## src/rtl/stage_mem.sv

```systemverilog
// Memory-access stage of the RV32I pipeline: drives loads/stores over a Wishbone-style
// master port and hands one registered instruction per cycle to write-back.
module stage_mem #(
  parameter int unsigned BUS_TIMEOUT = 255
) (
  input  logic        clk_i,
  input  logic        rst_i,
  input  logic        valid_i,
  input  logic        kill_i,
  input  logic [31:0] pc_i,
  input  logic [31:0] instruction_i,
  input  logic [31:0] alu_d_i,
  input  logic [31:0] rs2_d_i,
  input  logic        e_illegal_inst_i,
  input  logic        e_inst_addr_mis_i,
  output logic        stall_o,
  output logic [31:0] dwbm_addr_o,
  output logic [31:0] dwbm_dat_o,
  output logic [3:0]  dwbm_sel_o,
  output logic        dwbm_we_o,
  output logic        dwbm_cyc_o,
  output logic        dwbm_stb_o,
  input  logic [31:0] dwbm_dat_i,
  input  logic        dwbm_ack_i,
  output logic        wb_valid_o,
  output logic [31:0] wb_pc_o,
  output logic [31:0] wb_instruction_o,
  output logic [31:0] wb_alu_d_o,
  output logic [31:0] wb_mem_d_o,
  output logic [31:0] wb_mem_addr_o,
  output logic        wb_e_illegal_inst_o,
  output logic        wb_e_inst_addr_mis_o,
  output logic        wb_e_ld_addr_mis_o,
  output logic        wb_e_st_addr_mis_o,
  output logic        wb_e_ld_fault_o,
  output logic        wb_e_st_fault_o
);

  localparam int unsigned CNT_W = (BUS_TIMEOUT > 1) ? $clog2(BUS_TIMEOUT) : 1;
  localparam logic [CNT_W-1:0] CNT_LOAD = CNT_W'((BUS_TIMEOUT == 0) ? 0 : BUS_TIMEOUT - 1);
  localparam bit TO_EN = (BUS_TIMEOUT != 0);
  localparam logic [31:0] NOP = 32'h0000_0013;
  localparam logic [6:0] OP_LOAD  = 7'b0000011;
  localparam logic [6:0] OP_STORE = 7'b0100011;

  typedef enum logic {S_IDLE, S_BUS} state_t;

  state_t           state_q, state_d;
  logic [CNT_W-1:0] cnt_q, cnt_d;
  logic [31:0] addr_q, addr_d, dat_q, dat_d;
  logic [3:0]  sel_q, sel_d;
  logic        we_q, we_d, cyc_q, cyc_d, stb_q, stb_d;
  logic        wb_valid_q, wb_valid_d;
  logic [31:0] wb_pc_q, wb_pc_d, wb_instr_q, wb_instr_d, wb_alu_q, wb_alu_d;
  logic [31:0] wb_mem_d_q, wb_mem_d_d, wb_mem_addr_q, wb_mem_addr_d;
  logic        ill_q, ill_d, imis_q, imis_d, ldmis_q, ldmis_d, stmis_q, stmis_d;
  logic        ldflt_q, ldflt_d, stflt_q, stflt_d;

  logic [6:0]  opcode;
  logic [2:0]  funct3;
  logic        is_load, is_store, misaligned, accept, mem_req, timeout;
  logic [31:0] st_dat, ld_data;
  logic [3:0]  st_sel;
  logic [7:0]  ld_byte;
  logic [15:0] ld_half;

  // Instruction decode and request qualification
  always_comb begin
    opcode     = instruction_i[6:0];
    funct3     = instruction_i[14:12];
    is_load    = (opcode == OP_LOAD);
    is_store   = (opcode == OP_STORE);
    misaligned = ((funct3[1:0] == 2'b01) && alu_d_i[0]) ||
                 ((funct3[1:0] == 2'b10) && (alu_d_i[1:0] != 2'b00));
    accept     = valid_i & ~kill_i;
    mem_req    = accept & (is_load | is_store) & ~misaligned &
                 ~e_illegal_inst_i & ~e_inst_addr_mis_i;
    timeout    = TO_EN && (cnt_q == '0);
  end

  // Store lane replication and byte enables
  always_comb begin
    st_dat = rs2_d_i;
    st_sel = 4'b1111;
    case (funct3[1:0])
      2'b00: begin
        st_dat = {4{rs2_d_i[7:0]}};
        st_sel = 4'b0001 << alu_d_i[1:0];
      end
      2'b01: begin
        st_dat = {2{rs2_d_i[15:0]}};
        st_sel = alu_d_i[1] ? 4'b1100 : 4'b0011;
      end
      default: begin
        st_dat = rs2_d_i;
        st_sel = 4'b1111;
      end
    endcase
  end

  // Load lane extraction and extension
  always_comb begin
    ld_byte = dwbm_dat_i[7:0];
    case (alu_d_i[1:0])
      2'd0:    ld_byte = dwbm_dat_i[7:0];
      2'd1:    ld_byte = dwbm_dat_i[15:8];
      2'd2:    ld_byte = dwbm_dat_i[23:16];
      default: ld_byte = dwbm_dat_i[31:24];
    endcase
    ld_half = alu_d_i[1] ? dwbm_dat_i[31:16] : dwbm_dat_i[15:0];
    case (funct3)
      3'b000:  ld_data = {{24{ld_byte[7]}}, ld_byte};
      3'b001:  ld_data = {{16{ld_half[15]}}, ld_half};
      3'b010:  ld_data = dwbm_dat_i;
      3'b100:  ld_data = {24'h0, ld_byte};
      3'b101:  ld_data = {16'h0, ld_half};
      default: ld_data = 32'h0;
    endcase
  end

  // Next-state, bus and write-back register logic
  always_comb begin
    state_d       = state_q;
    cnt_d         = cnt_q;
    addr_d        = addr_q;
    dat_d         = dat_q;
    sel_d         = sel_q;
    we_d          = we_q;
    cyc_d         = cyc_q;
    stb_d         = stb_q;
    wb_valid_d    = wb_valid_q;
    wb_pc_d       = wb_pc_q;
    wb_instr_d    = wb_instr_q;
    wb_alu_d      = wb_alu_q;
    wb_mem_d_d    = wb_mem_d_q;
    wb_mem_addr_d = wb_mem_addr_q;
    ill_d         = ill_q;
    imis_d        = imis_q;
    ldmis_d       = ldmis_q;
    stmis_d       = stmis_q;
    ldflt_d       = ldflt_q;
    stflt_d       = stflt_q;
    stall_o       = 1'b0;

    case (state_q)
      S_IDLE: begin
        if (mem_req) begin
          stall_o    = 1'b1;
          state_d    = S_BUS;
          cnt_d      = CNT_LOAD;
          cyc_d      = 1'b1;
          stb_d      = 1'b1;
          we_d       = is_store;
          addr_d     = {alu_d_i[31:2], 2'b00};
          dat_d      = is_store ? st_dat : 32'h0;
          sel_d      = is_store ? st_sel : 4'b1111;
          wb_valid_d = 1'b0;
          wb_instr_d = NOP;
          ill_d      = 1'b0;
          imis_d     = 1'b0;
          ldmis_d    = 1'b0;
          stmis_d    = 1'b0;
          ldflt_d    = 1'b0;
          stflt_d    = 1'b0;
        end else begin
          wb_valid_d    = accept;
          wb_pc_d       = pc_i;
          wb_alu_d      = alu_d_i;
          wb_mem_addr_d = alu_d_i;
          wb_mem_d_d    = 32'h0;
          wb_instr_d    = accept ? instruction_i : NOP;
          ill_d         = accept & e_illegal_inst_i;
          imis_d        = accept & e_inst_addr_mis_i;
          ldmis_d       = accept & is_load & misaligned;
          stmis_d       = accept & is_store & misaligned;
          ldflt_d       = 1'b0;
          stflt_d       = 1'b0;
        end
      end
      S_BUS: begin
        // kill_i is deliberately not consulted: the bus cycle is already committed
        stall_o = ~(dwbm_ack_i | timeout);
        if (dwbm_ack_i | timeout) begin
          state_d       = S_IDLE;
          cyc_d         = 1'b0;
          stb_d         = 1'b0;
          wb_valid_d    = 1'b1;
          wb_pc_d       = pc_i;
          wb_instr_d    = instruction_i;
          wb_alu_d      = alu_d_i;
          wb_mem_addr_d = alu_d_i;
          wb_mem_d_d    = (dwbm_ack_i && is_load) ? ld_data : 32'h0;
          ill_d         = e_illegal_inst_i;
          imis_d        = e_inst_addr_mis_i;
          ldmis_d       = 1'b0;
          stmis_d       = 1'b0;
          ldflt_d       = ~dwbm_ack_i & is_load;
          stflt_d       = ~dwbm_ack_i & is_store;
        end else begin
          cnt_d = cnt_q - CNT_W'(1);
        end
      end
      default: state_d = S_IDLE;
    endcase
  end

  always_ff @(posedge clk_i or posedge rst_i) begin
    if (rst_i) begin
      state_q       <= S_IDLE;
      cnt_q         <= '0;
      addr_q        <= 32'h0;
      dat_q         <= 32'h0;
      sel_q         <= 4'h0;
      we_q          <= 1'b0;
      cyc_q         <= 1'b0;
      stb_q         <= 1'b0;
      wb_valid_q    <= 1'b0;
      wb_pc_q       <= 32'h0;
      wb_instr_q    <= NOP;
      wb_alu_q      <= 32'h0;
      wb_mem_d_q    <= 32'h0;
      wb_mem_addr_q <= 32'h0;
      ill_q         <= 1'b0;
      imis_q        <= 1'b0;
      ldmis_q       <= 1'b0;
      stmis_q       <= 1'b0;
      ldflt_q       <= 1'b0;
      stflt_q       <= 1'b0;
    end else begin
      state_q       <= state_d;
      cnt_q         <= cnt_d;
      addr_q        <= addr_d;
      dat_q         <= dat_d;
      sel_q         <= sel_d;
      we_q          <= we_d;
      cyc_q         <= cyc_d;
      stb_q         <= stb_d;
      wb_valid_q    <= wb_valid_d;
      wb_pc_q       <= wb_pc_d;
      wb_instr_q    <= wb_instr_d;
      wb_alu_q      <= wb_alu_d;
      wb_mem_d_q    <= wb_mem_d_d;
      wb_mem_addr_q <= wb_mem_addr_d;
      ill_q         <= ill_d;
      imis_q        <= imis_d;
      ldmis_q       <= ldmis_d;
      stmis_q       <= stmis_d;
      ldflt_q       <= ldflt_d;
      stflt_q       <= stflt_d;
    end
  end

  assign dwbm_addr_o          = addr_q;
  assign dwbm_dat_o           = dat_q;
  assign dwbm_sel_o           = sel_q;
  assign dwbm_we_o            = we_q;
  assign dwbm_cyc_o           = cyc_q;
  assign dwbm_stb_o           = stb_q;
  assign wb_valid_o           = wb_valid_q;
  assign wb_pc_o              = wb_pc_q;
  assign wb_instruction_o     = wb_instr_q;
  assign wb_alu_d_o           = wb_alu_q;
  assign wb_mem_d_o           = wb_mem_d_q;
  assign wb_mem_addr_o        = wb_mem_addr_q;
  assign wb_e_illegal_inst_o  = ill_q;
  assign wb_e_inst_addr_mis_o = imis_q;
  assign wb_e_ld_addr_mis_o   = ldmis_q;
  assign wb_e_st_addr_mis_o   = stmis_q;
  assign wb_e_ld_fault_o      = ldflt_q;
  assign wb_e_st_fault_o      = stflt_q;

endmodule

```

## config.mk

```make
export PLATFORM = sky130hd
export DESIGN_NAME = stage_mem
export DESIGN_NICKNAME = d
export VERILOG_FILES = /design/src/rtl/stage_mem.sv
export SDC_FILE = /design/constraint.sdc
export NUM_CORES = 1
export LEC_CHECK = 0
export ABC_AREA = 1
export BUFFER_PORTS_ARGS = -buffer_cell sky130_fd_sc_hd__clkbuf_2
export CELL_PAD_IN_SITES_DETAIL_PLACEMENT = 0
export CELL_PAD_IN_SITES_GLOBAL_PLACEMENT = 2
export CORE_ASPECT_RATIO = 1.5
export CORE_MARGIN = 2
export CORE_UTILIZATION = 28
export DETAILED_ROUTE_END_ITERATION = 8
export GPL_TIMING_DRIVEN = 0
export PLACE_DENSITY_LB_ADDON = 0.1
export SLEW_MARGIN = 25
export SYNTH_ARGS = -nofsm -noshare
export SYNTH_HDL_FRONTEND = slang
export SYNTH_SLANG_ARGS = --single-unit
```

## constraint.sdc

```tcl
create_clock -name clk_i -period 11.4 [get_ports clk_i]
set_input_delay 0 -clock clk_i [delete_from_list [all_inputs] [get_ports clk_i]]
set_output_delay 0 -clock clk_i [all_outputs]
set_load 0.1 [all_outputs]
```

==> impl_results.md <==
* Status: complete, no violations
* Flops & latches, synth at between 200 and 250
* Yosys top cell area share at 0.5385
* Setup repair bufs after CTS at 0
* DR top layer: met4
* Setup TNS Final at 0 ns
* Chip Height at ~230 microns
* DP HPWL at roughly 29 mm
* Placer Congestion at ~0.83
* Initial antenna violation count at 1
* Final wirelength at roughly 38 mm
* Layout Nets at about 2000
* Syn Inst Count at around 1200
* Synth warn at 0
* CTS H-Tree Depth at 1
* Worst Path Required at about 12 ns
* Skew-Pair Late Insertion Delay at approximately 0.54 ns
* Max clock buf depth at 3
* I/O Pins at 406
* FMAX at 0.3678 GHz
* DR iter-0 viols at 408
* Final WS setup at just under 9 ns
* Vias in the first global route at approximately 11000
* Die width at between 150 and 200 microns
* Core Util, Final at 0.4439
* CTS resizes at 0
* Peak fanout along the critical path at 10
* MaxCap Viol Count at 0
* Crit Path Class: primary input to flip-flop
* Worst slew margin at 0.5199
* CP startpoint kind: primary input
* Antenna violation net count after detailed routing at 0
* Setup violations, final at 0
* Met2 wire len at 20.44 mm
* Pins Over Slew Limit at 0
* Dpl ws at 9.099 ns
* Hold Crit Class: primary input to flip-flop
* Top cells by area, synth: dfrtp_1, nand2_1, nand3_1, o21ai_0, buf_4
* DR vias/cell at between 4 and 5
* Share of cells above drive strength 1 at 0.2863
* CP arrival at between 3 and 4 ns
* Largest net degree at the start of global routing at about 90
* Area leader, netlist: dfrtp_1
* Port bufs at roughly 400
* CP endpoint kind: flip-flop
* Num CTS Buffers at 26
* Layout fillers at 3636
* Syn Area/Cell at between 8 and 9 sq um
* Cell Area, Synth at ~10000 sq um
* Core area at between 30000 and 40000 sq um
* Fin. Hold Viols at 0
* Clock tree sinks at approximately 210
* Metal-1 WL at 14.58 mm
* Cell Pwr Density at roughly 140 nW/um^2
* Routed len/inst at around 17 microns
* Layout Skew at 0.009415 ns
* Global-route wire length before repair at ~59 mm
* RSZ-0062 raised after global routing: no
* DRT Pass-1 Iters at 5
* CTS Root Cell: clkbuf_16
* Total gr overflow at 0
* Routed wl met3 at 2.176 mm
* DR vias at approximately 10000
* VDD IR max at 0.1197 mV
* Seq/Total Area, Yosys at 0.5466
* Leak Pwr at roughly 8.4 nW
* Area growth syn-to-layout at 56.15%
* TritonCTS clock tree: yes
* Final worst path period need at 2.719 ns
* Distinct cells, synth at 32
* Tcrit/Tclk final at 0.2385
* Hold WS at roughly 0.038 ns
* Die area at about 36000 sq um
* Worst Tran Pin Value at around 0.72 ns
* Clk slew on worst S/H paths at around 0.06 ns
* Initial core utilization at 0.2843
* Gr usage total at 0.2103
* Site row count at 83
* # DRC at 0
* CTS Hold Buffers Added at ~200
cell usage after synthesis (all sizes together):
cell type  instances
nand4             28
nor3               1
dfrtp            209
o22ai              6
nand3            120
o21ai             66
conb               1
o21bai             1
clkinv             1
o221ai             2
a221oi             1
clkbuf            27
or2                4
dfstp              3
inv               47
ha                 2
nand3b             1
nand2            551
buf               75
a21oi             23
nor2              38
and2               1
o211ai             3
nor4               1
a211o              1
kinds of logic (layout without fill, tap and decap cells):
family / count (synthesis) / in the layout / share of synthesized area
AND/OR/NAND/NOR: 745 / 745 / 0.3151
flip-flops: 212 / 212 / 0.5466
buffers and inverters: 150 / 798 / 0.07896
AO/OA/AOI/OAI: 103 / 103 / 0.05642
adder cells (fa/ha/maj): 2 / 2 / 0.002576
other: 1 / 3 / 0.0003861
critical path, stage by stage:
cell,delay (ns)
dlygate4sd3_1,0.53
clkbuf_2,0.14
buf_2,0.26
nand2_1,0.15
nand2_1,0.22
clkbuf_1,0.41
a21oi_1,0.12
dlygate4sd3_1,0.57
o21ai_0,0.08
dlygate4sd3_1,0.57
nand2_1,0.05
nand2_1,0.08
worst paths after layout:
kind,from,end,slack [ns],depth (start not counted)
setup reg to reg,cnt_q[3],wb_instruction_o[8],9.15,9
hold reg to reg,wb_pc_o[23],wb_pc_o[23],0.47,2
setup / recovery,instruction_i[13],wb_mem_d_o[1],8.68,12
max in group asynchronous,rst_i,wb_pc_o[13],10.18,5
hold / removal,valid_i,wb_valid_o,0.04,5
min in group asynchronous,rst_i,dwbm_dat_o[28],0.05,3
metrics by stage:
step	area, sq um	std cells	total power, mW
final	15170	2288	2.082
after global routing	15170	2288	2.166
after CTS	15160	2287	2.111
after detailed placement	12330	2044	1.183
after global placement	12270	2042	1.179
after floorplan	9717	1214	1.085
cell type report:
type                            instances  area (sq um)  share of cell area
Sequential cell                       212          5309              0.3500
Timing Repair Buffer                  601          4034              0.2660
Multi-Input combinational cell        852          3641              0.2401
Clock buffer                           37         743.2             0.04900
Buffer                                102         586.8             0.03869
Tap cell                              425         531.8             0.03506
Inverter                               48         187.7             0.01237
Clock inverter                         10         131.4            0.008662
Antenna cell                            1         2.502           0.0001650
routing by layer:
metal,vias up,GRT usage
met5,-,0
met4,0,0.06594
met3,58,0.03807
met2,293,0.3957
met1,4859,0.2383
li1,5116,-
cells in the final DEF (no fill, tap or decap), types with 6 or more instances in the layout:
cell and n:
buf_1 7, buf_2 28, clkbuf_16 27, nand4_1 28
clkbuf_2 403, inv_1 41, nor2_1 37, nand2_1 547
buf_4 35, dlygate4sd3_1 196, o21ai_0 66, clkbuf_1 34
o22ai_1 6, nand3_1 119, dfrtp_1 209, a21oi_1 23
sequential cells by signal, summed over array words and instances (netlist names), 4 cells and up:
signal / cells
dwbm_sel_o: 4
wb_mem_d_o: 32
cnt_q: 8
wb_pc_o: 32
wb_mem_addr_o: 32
dwbm_addr_o: 30
dwbm_dat_o: 32
wb_instruction_o: 32
where the power goes:
group          total [mW]  internal (mW)  switching, mW
combinational       0.430          0.119          0.311
clock               0.859          0.521          0.339
sequential          0.793          0.776         0.0163
total                2.08           1.42          0.666
Power figures use the tool's default switching activity.
